$ cat src/rtl/apb_bus_arbiter_if.sv
// Bundle of requester-side and APB-side signals around the APB bus arbiter.
// The master modport is the arbiter's view; slave is the requesters plus the APB slave.
interface apb_bus_arbiter_if #(
  parameter int NREQ   = 2,
  parameter int ADDR_W = 32,
  parameter int DATA_W = 32
);
  logic [NREQ-1:0]        req;
  logic [NREQ*ADDR_W-1:0] req_addr;
  logic [NREQ-1:0]        req_write;
  logic [NREQ*DATA_W-1:0] req_wdata;
  logic [NREQ-1:0]        grant;
  logic [NREQ-1:0]        done;
  logic                   err;
  logic [DATA_W-1:0]      rdata;
  logic                   PSEL;
  logic                   PENABLE;
  logic                   PWRITE;
  logic [ADDR_W-1:0]      PADDR;
  logic [DATA_W-1:0]      PWDATA;
  logic [DATA_W-1:0]      PRDATA;
  logic                   PREADY;

  modport master (
    input  req, req_addr, req_write, req_wdata, PRDATA, PREADY,
    output grant, done, err, rdata, PSEL, PENABLE, PWRITE, PADDR, PWDATA
  );

  modport slave (
    output req, req_addr, req_write, req_wdata, PRDATA, PREADY,
    input  grant, done, err, rdata, PSEL, PENABLE, PWRITE, PADDR, PWDATA
  );
endinterface

$ cat src/rtl/apb_bus_arbiter.sv
// Round-robin arbiter that shares one APB bus between NREQ requesters,
// running SETUP/ACCESS transfers with a wait-state timeout.
//
// state  | meaning
// IDLE   | bus free, pick next requester round-robin from rr_ptr
// SETUP  | PSEL high, latched address/data/direction on the bus
// ACCESS | PENABLE high, waiting for PREADY or timeout
module apb_bus_arbiter #(
  parameter int NREQ    = 2,
  parameter int ADDR_W  = 32,
  parameter int DATA_W  = 32,
  parameter int TIMEOUT = 15
) (
  input logic               CLK,
  input logic               RST,
  apb_bus_arbiter_if.master bus
);
  localparam int IDX_W  = (NREQ > 1) ? $clog2(NREQ) : 1;
  localparam int WAIT_W = $clog2(TIMEOUT + 1);

  typedef enum logic [1:0] {
    IDLE   = 2'd0,
    SETUP  = 2'd1,
    ACCESS = 2'd2
  } state_t;

  state_t            state_q, state_d;
  logic [IDX_W-1:0]  rr_ptr_q, rr_ptr_d;
  logic [IDX_W-1:0]  idx_q, idx_d;
  logic [ADDR_W-1:0] addr_q, addr_d;
  logic              write_q, write_d;
  logic [DATA_W-1:0] wdata_q, wdata_d;
  logic [WAIT_W-1:0] wait_cnt_q, wait_cnt_d;
  logic              psel_q, psel_d;
  logic              penable_q, penable_d;
  logic [NREQ-1:0]   grant_q, grant_d;

  logic [IDX_W-1:0]  pick_idx;
  logic              pick_vld;
  logic [IDX_W-1:0]  idx_next;
  logic              timeout_hit;
  logic              finish;

  // Scan downward so the last hit written is the one closest to rr_ptr.
  always_comb begin
    int j;
    j        = 0;
    pick_vld = 1'b0;
    pick_idx = '0;
    for (int k = NREQ - 1; k >= 0; k--) begin
      j = int'(rr_ptr_q) + k;
      if (j >= NREQ) j = j - NREQ;
      if (bus.req[j]) begin
        pick_vld = 1'b1;
        pick_idx = IDX_W'(j);
      end
    end
  end

  assign idx_next    = (idx_q == IDX_W'(NREQ - 1)) ? '0 : idx_q + IDX_W'(1);
  assign timeout_hit = (wait_cnt_q == WAIT_W'(TIMEOUT - 1));
  assign finish      = (state_q == ACCESS) && (bus.PREADY || timeout_hit);

  // Completion strobes are combinational so read data returns in the PREADY cycle.
  always_comb begin
    bus.done = '0;
    if (finish) bus.done[idx_q] = 1'b1;
  end

  assign bus.err   = (state_q == ACCESS) && !bus.PREADY && timeout_hit;
  assign bus.rdata = ((state_q == ACCESS) && bus.PREADY) ? bus.PRDATA : '0;

  assign bus.PSEL    = psel_q;
  assign bus.PENABLE = penable_q;
  assign bus.PWRITE  = write_q;
  assign bus.PADDR   = addr_q;
  assign bus.PWDATA  = wdata_q;
  assign bus.grant   = grant_q;

  always_comb begin
    state_d    = state_q;
    rr_ptr_d   = rr_ptr_q;
    idx_d      = idx_q;
    addr_d     = addr_q;
    write_d    = write_q;
    wdata_d    = wdata_q;
    wait_cnt_d = wait_cnt_q;
    psel_d     = psel_q;
    penable_d  = penable_q;
    grant_d    = grant_q;
    unique case (state_q)
      IDLE: begin
        if (pick_vld) begin
          state_d           = SETUP;
          idx_d             = pick_idx;
          addr_d            = bus.req_addr[pick_idx * ADDR_W +: ADDR_W];
          write_d           = bus.req_write[pick_idx];
          wdata_d           = bus.req_wdata[pick_idx * DATA_W +: DATA_W];
          psel_d            = 1'b1;
          penable_d         = 1'b0;
          grant_d           = '0;
          grant_d[pick_idx] = 1'b1;
        end
      end
      SETUP: begin
        state_d    = ACCESS;
        wait_cnt_d = '0;
        penable_d  = 1'b1;
      end
      ACCESS: begin
        if (finish) begin
          state_d   = IDLE;
          rr_ptr_d  = idx_next;
          psel_d    = 1'b0;
          penable_d = 1'b0;
          grant_d   = '0;
        end else begin
          wait_cnt_d = wait_cnt_q + WAIT_W'(1);
        end
      end
      default: state_d = IDLE;
    endcase
  end

  always_ff @(posedge CLK or posedge RST) begin
    if (RST) begin
      state_q    <= IDLE;
      rr_ptr_q   <= '0;
      idx_q      <= '0;
      addr_q     <= '0;
      write_q    <= 1'b0;
      wdata_q    <= '0;
      wait_cnt_q <= '0;
      psel_q     <= 1'b0;
      penable_q  <= 1'b0;
      grant_q    <= '0;
    end else begin
      state_q    <= state_d;
      rr_ptr_q   <= rr_ptr_d;
      idx_q      <= idx_d;
      addr_q     <= addr_d;
      write_q    <= write_d;
      wdata_q    <= wdata_d;
      wait_cnt_q <= wait_cnt_d;
      psel_q     <= psel_d;
      penable_q  <= penable_d;
      grant_q    <= grant_d;
    end
  end
endmodule

$ cat src/flat_wrapper.sv
// flat-port wrapper written by rule: the top's interface ports become plain ports
module apb_bus_arbiter_flat 
#(
  parameter int NREQ    = 2,
  parameter int ADDR_W  = 32,
  parameter int DATA_W  = 32,
  parameter int TIMEOUT = 15
)
  (CLK, RST, bus_req, bus_req_addr, bus_req_write, bus_req_wdata, bus_PRDATA, bus_PREADY, bus_grant, bus_done, bus_err, bus_rdata, bus_PSEL, bus_PENABLE, bus_PWRITE, bus_PADDR, bus_PWDATA);
  apb_bus_arbiter_if #(.NREQ(NREQ), .ADDR_W(ADDR_W), .DATA_W(DATA_W)) bus_i ();
  input logic CLK;
  input logic RST;
  input wire logic [$bits(bus_i.req)-1:0] bus_req;
  input wire logic [$bits(bus_i.req_addr)-1:0] bus_req_addr;
  input wire logic [$bits(bus_i.req_write)-1:0] bus_req_write;
  input wire logic [$bits(bus_i.req_wdata)-1:0] bus_req_wdata;
  input wire logic [$bits(bus_i.PRDATA)-1:0] bus_PRDATA;
  input wire logic [$bits(bus_i.PREADY)-1:0] bus_PREADY;
  output wire logic [$bits(bus_i.grant)-1:0] bus_grant;
  output wire logic [$bits(bus_i.done)-1:0] bus_done;
  output wire logic [$bits(bus_i.err)-1:0] bus_err;
  output wire logic [$bits(bus_i.rdata)-1:0] bus_rdata;
  output wire logic [$bits(bus_i.PSEL)-1:0] bus_PSEL;
  output wire logic [$bits(bus_i.PENABLE)-1:0] bus_PENABLE;
  output wire logic [$bits(bus_i.PWRITE)-1:0] bus_PWRITE;
  output wire logic [$bits(bus_i.PADDR)-1:0] bus_PADDR;
  output wire logic [$bits(bus_i.PWDATA)-1:0] bus_PWDATA;
  assign bus_i.req = bus_req;
  assign bus_i.req_addr = bus_req_addr;
  assign bus_i.req_write = bus_req_write;
  assign bus_i.req_wdata = bus_req_wdata;
  assign bus_i.PRDATA = bus_PRDATA;
  assign bus_i.PREADY = bus_PREADY;
  assign bus_grant = bus_i.grant;
  assign bus_done = bus_i.done;
  assign bus_err = bus_i.err;
  assign bus_rdata = bus_i.rdata;
  assign bus_PSEL = bus_i.PSEL;
  assign bus_PENABLE = bus_i.PENABLE;
  assign bus_PWRITE = bus_i.PWRITE;
  assign bus_PADDR = bus_i.PADDR;
  assign bus_PWDATA = bus_i.PWDATA;
  apb_bus_arbiter #(.NREQ(NREQ), .ADDR_W(ADDR_W), .DATA_W(DATA_W), .TIMEOUT(TIMEOUT)) u_core (.CLK(CLK), .RST(RST), .bus(bus_i));
endmodule
$ cat config.mk
export PLATFORM = sky130hd
export DESIGN_NAME = apb_bus_arbiter_flat
export DESIGN_NICKNAME = d
export VERILOG_FILES = /design/src/rtl/apb_bus_arbiter_if.sv /design/src/rtl/apb_bus_arbiter.sv /design/src/flat_wrapper.sv
export SDC_FILE = /design/constraint.sdc
export NUM_CORES = 1
export LEC_CHECK = 0
export CORE_ASPECT_RATIO = 1.75
export CORE_MARGIN = 2
export CORE_UTILIZATION = 32
export CTS_BUF_LIST = sky130_fd_sc_hd__clkbuf_8
export CTS_CLUSTER_DIAMETER = 50
export DETAILED_ROUTE_END_ITERATION = 8
export PLACE_DENSITY = 0.88
export SYNTH_ARGS = -nofsm -noshare
export SYNTH_HDL_FRONTEND = slang
export SYNTH_SLANG_ARGS = --single-unit
$ cat constraint.sdc
create_clock -name CLK -period 2.4 [get_ports CLK]
set_clock_uncertainty 0.05 [all_clocks]
set_input_delay 0.48 -clock CLK [delete_from_list [all_inputs] [get_ports CLK]]
set_output_delay 0.48 -clock CLK [all_outputs]
set_load 0.01 [all_outputs]
==> results.toml, run 1 <==
[power_and_ir_drop]
p_leak_uw = 0.00329
power.density_nw_per_um2 = 984
irDropWorstVdd_uv = 433

[timing]
relSlewSlack_pct = 71.4
tightestPinTransition_ns = 0.429
fin_crit_ns = 2.31
setup_tns_ns = 0
period_share_pct = 96.4
finalSetupViolCount = 0
fmax_ghz = 0.432
rsz0062_at_grt = "false"
fin_ws_ns = 0.0859
final-max-slew-violation-count = 0
final-hold-violation-count = 0

[synth]
ys_ff_latch = 77
ys_warn_count = 0
synthAdderAreaFrac_pct = 0.665
syn_area_um2 = 3760
syn_inst = 377
synth_cell_types = 26
synth_xor_area_share_pct = 0
synth_compound_area_share_pct = 11.2
synthSimpleGateAreaFrac_pct = 14.6
syn_area_per_cell_um2 = 9.98
synth_top_family_by_area = "multiplexers"
synth_nets = 546
ys_seq_area_share_pct = 51.2
synth.area.mux_share_pct = 17.8

[placement]
place.gp.congestion = 0.832
post-dp-hpwl_mm = 10.5
place_ws_ns = -0.307
numPortBuffers = 270

[flow_run]
cap_violations = 0

[grt]
antenna_found_initial = 0
grt_pass1_vias = 4044
grt_first_pass_wirelength_mm = 19.7
grt_usage_pct = 20.3
grt.overflow.total = 0
grt_max_degree = 78

[detailed_routing]
wl_met1_mm = 3.97
first_pass_iters = 5
wl_per_cell_um = 16.3
vias_per_cell = 4.75
via_count = 3776
drt_iter0_markers = 145
wl_met3_mm = 1.10
dr.max_layer_used = "met4"
drt_wl_total_mm = 12.9
ant_nets = 0
wl_met2_mm = 7.55
drc = 0

[worst_setup_path]
arrival_ns = 1.78
cpMaxStageDelayCell = "dfrtp_2"
r2r-end = "u_core.wait_cnt_q[1]$_DFFE_PP0P_"
required_ns = 1.87
path_buf_inv = 3
endpoint_kind = "primary output"
crit-reg2reg-launch = "u_core.wait_cnt_q[1]$_DFFE_PP0P_"
start_kind = "register"
path_cells = "nand2b_4, nor2_4, buf_4, bufbuf_16, and2_1, dlygate4sd2_1"
r2r_cells = 6
worstSetupEndpoint = "bus_rdata[27]"
crit_cells = 6
critical_path.top_delay_family = "buffers and inverters"
critical-path-max-stage-delay_ns = 0.45
crit_start = "u_core.state_q[1]$_DFFE_PP0P_"
reg2reg_setup_slack_ns = 0.67
crit_fanout = 16
crit_type = "reg2out"

[cells_and_area]
layout_common_cells = "234 x clkdlybuf4s50_1, 76 x dfrtp_1, 71 x nand2_1"
area_delta_synth_final_pct = 84.1
drive_above_1_share_pct = 8.18
n_antenna_cell = 0
nNetsFinal = 825
layout_commonest_cell = "clkdlybuf4s50_1"

[clock_tree]
cts_buffers = 9
clkSinkCount = 77
clk_pin_slew_worst_paths_ns = 0.07
clk_latency_ns = 0.34
htreeDepth = 3
cts_tree = "done"
clock_path_buffers = 2
cts_root_buffer = "clkbuf_8"

[die]
row_count = 52
die_w_um = 86.0
die_y_um = 147
die_area_um2 = 12700
initial_core_util_pct = 32.7
num_io_pins = 271
coreArea_um2 = 11500

[status]
status = "completed"

[min_path]
hold_class = "reg2reg"
## worst min-delay path by stage
stage	startpoint	depth (start not counted)	endpoint	slack, ns
after CTS	u_core.bus.PWDATA[14]$_DFFE_PP0P_	2	u_core.bus.PWDATA[14]$_DFFE_PP0P_	0.44
after global placement	u_core.wait_cnt_q[3]$_DFFE_PP0P_	1	u_core.wait_cnt_q[3]$_DFFE_PP0P_	0.41
after global routing	u_core.bus.PADDR[31]$_DFFE_PP0P_	2	u_core.bus.PADDR[31]$_DFFE_PP0P_	0.46
after detailed placement	u_core.bus.PADDR[31]$_DFFE_PP0P_	2	u_core.bus.PADDR[31]$_DFFE_PP0P_	0.42
final	u_core.bus.PADDR[21]$_DFFE_PP0P_	2	u_core.bus.PADDR[21]$_DFFE_PP0P_	0.44
after floorplan	u_core.wait_cnt_q[3]$_DFFE_PP0P_	1	u_core.wait_cnt_q[3]$_DFFE_PP0P_	0.39
## cell type report
type                       count  area, µm²
clock buffer                  11        151
clock inverter                 4       47.5
fill                         965       4590
inverter                       7       30.0
multi-input combinational    268       1690
sequential                    77       1930
tap                          135        169
timing repair buffer         293       2910
## cells by family (layout without fill, tap and decap cells)
logic type | after synthesis | count (layout)
AOI/OAI and AO/OA | 81 | 81
adders and majority gates | 2 | 2
and+or+nand+nor | 118 | 118
DFF | 77 | 77
buffers and inverters | 32 | 315
muxes | 67 | 67
## per-layer routing
metal | vias up | GRT usage (%)
met5 | - | 0
met4 | 0 | 7.70
met3 | 21 | 5.42
met2 | 199 | 40.7
met1 | 1733 | 18.3
li1 | 1823 | -
## synthesized netlist by cell type
| library cell | n | area (µm²) |
|---|---|---|
| nand3_1 | 2 | 10.0 |
| a22oi_1 | 1 | 7.51 |
| nor3_2 | 1 | 10.0 |
| buf_2 | 7 | 35.0 |
| buf_4 | 7 | 52.6 |
| and3_1 | 1 | 6.26 |
| o21a_1 | 1 | 7.51 |
| nand2b_1 | 2 | 12.5 |
| ha_1 | 2 | 25.0 |
| clkbuf_1 | 9 | 33.8 |
| mux2i_1 | 67 | 671 |
| nand4_1 | 1 | 6.26 |
| nand2_1 | 71 | 267 |
| nor3b_1 | 1 | 7.51 |
| o21ai_1 | 66 | 330 |
| o21ai_2 | 1 | 8.76 |
| nor2_1 | 5 | 18.8 |
| dfrtp_1 | 77 | 1930 |
| and2_1 | 32 | 200 |
| o21ai_0 | 8 | 40.0 |
| or3_1 | 2 | 12.5 |
| a21oi_1 | 2 | 10.0 |
| o31a_1 | 1 | 8.76 |
| inv_1 | 7 | 26.3 |
| o21bai_1 | 1 | 7.51 |
| buf_6 | 2 | 22.5 |
## per-stage QoR
step | utilization [%] | power, µW | cells | hold slack (ns) | area, µm²
2_1_floorplan | - | 3850 | 377 | 0.387 | 3770
3_3_place_gp | 58.3 | 5690 | 774 | 0.406 | 6710
3_5_place_dp | 58.3 | 5860 | 774 | 0.424 | 6710
4_1_cts | 60.2 | 6890 | 792 | 0.442 | 6930
5_1_grt | 60.2 | 7300 | 795 | 0.464 | 6930
6_report | 60.2 | 6820 | 795 | 0.437 | 6930
## flip-flops by register name, indices dropped and copies added (netlist names)
signal,cells
u_core.bus.PADDR,32
u_core.bus.PENABLE,1
u_core.bus.PSEL,1
u_core.bus.PWDATA,32
u_core.bus.PWRITE,1
u_core.bus.grant,2
u_core.idx_q,1
u_core.rr_ptr_q,1
u_core.state_q,2
u_core.wait_cnt_q,4
## power breakdown
group          internal [µW]  switching [µW]  total, µW
combinational           1950            1630       3570
clock                    528             446        973
sequential              1920             348       2270
total                   4400            2420       6820
## worst min-delay path, cell delays in order, from the launching register on
cell and delay (ns):
dfrtp_1 0.34, nand2_1 0.05, o21ai_1 0.06
## what timing repair did
| item | CTS | global route |
|---|---|---|
| cloned | 1 | 0 |
| endpoints found under the setup margin | 35 | 21 |
| endpoints found under the hold margin | 0 | 0 |
| resized for setup | 38 | 22 |
| pin swaps | 1 | 1 |
| hold buffers | 0 | 0 |
| setup buffers | 2 | 3 |
Power figures use the tool's default switching activity.
==> run 2, diff against run 1 <==
Settings changed: CORE_MARGIN 2 to not set.
==> run 2 against run 1 <==
The run now ends with DRC left. Clock-buffer cell count decreased by 1. Cell count decreased by 0.88%. Sequential share of layout area increased by 0.073 points. Non-clock buffer count decreased by 8.
==> results.toml, run 2 (synthesis results as in run 1) <==
[flow_run]
cap_violations = 0

[worst_setup_path]
required_ns = 1.87
endpoint_kind = "primary output"
critical_path.top_delay_family = "buffers and inverters"
crit_fanout = 32
path_cells = "clkdlybuf4s50_1, inv_1, nor2_2, buf_12, and2_1, dlygate4sd2_1"
crit_type = "in2out"
path_buf_inv = 4
critical-path-max-stage-delay_ns = 0.48
cpMaxStageDelayCell = "clkdlybuf4s50_1"
arrival_ns = 1.76
start_kind = "input port"

[placement]
numPortBuffers = 270
place.gp.congestion = 0.855
post-dp-hpwl_mm = 9.76
place_ws_ns = -0.199

[clock_tree]
clk_latency_ns = 0.34
clkSinkCount = 77
cts_root_buffer = "clkbuf_8"
cts_buffers = 9
clock_path_buffers = 2
cts_hold_buffers = 0
clk_pin_slew_worst_paths_ns = 0.08
cts_tree = "done"
htreeDepth = 3

[power_and_ir_drop]
p_switching_uw = 2410
p_sw_share_pct = 34.7
power_uw = 6950
p_comb_share_pct = 50.5
power.density_nw_per_um2 = 1010
seq_power_share_pct = 32.5
clockPowerShare_pct = 17.0
irDropWorstVdd_uv = 436
p_int_uw = 4540
p_leak_uw = 0.00325

[die]
num_io_pins = 271
row_count = 52
coreArea_um2 = 11500
die_w_um = 84.0
die_area_um2 = 12200
initial_core_util_pct = 32.7
die_y_um = 145

[status]
status = "finished, violations left"
violations = "DRC"

[detailed_routing]
via_count = 3739
first_pass_iters = 6
drt_wl_total_mm = 11.9
ant_nets = 0
drt_iter0_markers = 137
drc = 36
vias_per_cell = 4.74
wl_per_cell_um = 15.2

[grt]
grt_usage_pct = 19.8
grt_first_pass_wirelength_mm = 19.0
grt_max_degree = 78
antenna_found_initial = 0
grt_pass1_vias = 4024
grt.overflow.total = 0

[cells_and_area]
drive_above_1_share_pct = 5.82
nNetsFinal = 817
layout_commonest_cell = "clkdlybuf4s50_1"
n_antenna_cell = 0
area_delta_synth_final_pct = 83.5
layout_common_cells = "235 x clkdlybuf4s50_1, 77 x dfrtp_1, 71 x nand2_1"

[timing]
fin_ws_ns = 0.112
relSlewSlack_pct = 72.5
tightestPinTransition_ns = 0.412
finalSetupViolCount = 0
final-max-slew-violation-count = 0
fmax_ghz = 0.437
holdWs_ns = 0.436
period_share_pct = 95.4
final-hold-violation-count = 0
setup_tns_ns = 0
fin_crit_ns = 2.29
rsz0062_at_grt = "false"

[min_path]
hold_class = "reg2reg"
[run 2: changes by cell type in the layout (fill, tap and decap cells not counted), sizes merged, moves of 2 or more]
cell	delta
clkbuf	-10
buf	-7
dlygate4sd2	+12
dlymetal6s2s	-3
bufinv	+2
[run 2: layout make-up]
| type | instances | area, µm² |
|---|---|---|
| fill | 992 | 4610 |
| timing repair buffer | 285 | 2850 |
| sequential | 77 | 1930 |
| multi-input combinational | 268 | 1690 |
| tap | 135 | 169 |
| clock buffer | 10 | 138 |
| clock inverter | 6 | 110 |
| inverter | 7 | 30.0 |
[run 2: power by group through the flow]
stage | combinational, µW | clock (µW) | sequential, µW
after global placement | 3450 | 0 | 2240
after global routing | 3810 | 1280 | 2340
after detailed placement | 3590 | 0 | 2300
final | 3510 | 1180 | 2260
after floorplan | 1320 | 0 | 2530
after CTS | 3560 | 1230 | 2270
[run 2: path summary, 6_finish.rpt]
| path | startpoint | to | slack (ns) | cells past startpoint |
|---|---|---|---|---|
| hold / removal | u_core.bus.PADDR[20]$_DFFE_PP0P_ | u_core.bus.PADDR[20]$_DFFE_PP0P_ | 0.44 | 2 |
| min in group asynchronous | RST | u_core.bus.PADDR[1]$_DFFE_PP0P_ | 0.53 | 3 |
| setup reg to reg | u_core.wait_cnt_q[1]$_DFFE_PP0P_ | u_core.wait_cnt_q[3]$_DFFE_PP0P_ | 0.75 | 5 |
| max in group asynchronous | RST | u_core.bus.PWDATA[5]$_DFFE_PP0P_ | 1.43 | 3 |
| setup / recovery | bus_PREADY | bus_rdata[5] | 0.11 | 6 |
| hold reg to reg | u_core.bus.PADDR[20]$_DFFE_PP0P_ | u_core.bus.PADDR[20]$_DFFE_PP0P_ | 0.44 | 2 |
[run 2: repair_timing]
item / CTS / global route
resized for setup: 38 / 0
setup buffers: 1 / 0
endpoints found under the setup margin: 35 / 0
[run 2: layer usage]
metal	up-vias	share of wire [%]	routed length, µm	global-route usage (%)
met2	191	57	6840	39.4
met4	0	2.2	259	8.53
met5	-	0	0	0
met1	1709	33	3910	18.6
li1	1817	-	-	-
met3	22	7.8	926	4.54
[run 2: tightest hold or removal path, delay by kind of cell (launching register included)]
family / cells / cell delay (ns)
AND/OR/NAND/NOR: 1 / 0.05
flip-flops: 1 / 0.34
AO/OA/AOI/OAI: 1 / 0.06
[run 2: metrics by stage]
step           util, %  instances  instance area, µm²
2_1_floorplan        -        377                3770
3_3_place_gp      58.1        771                6690
3_5_place_dp      58.1        771                6690
4_1_cts           60.0        788                6910
5_1_grt           60.0        788                6910
6_report          60.0        788                6910
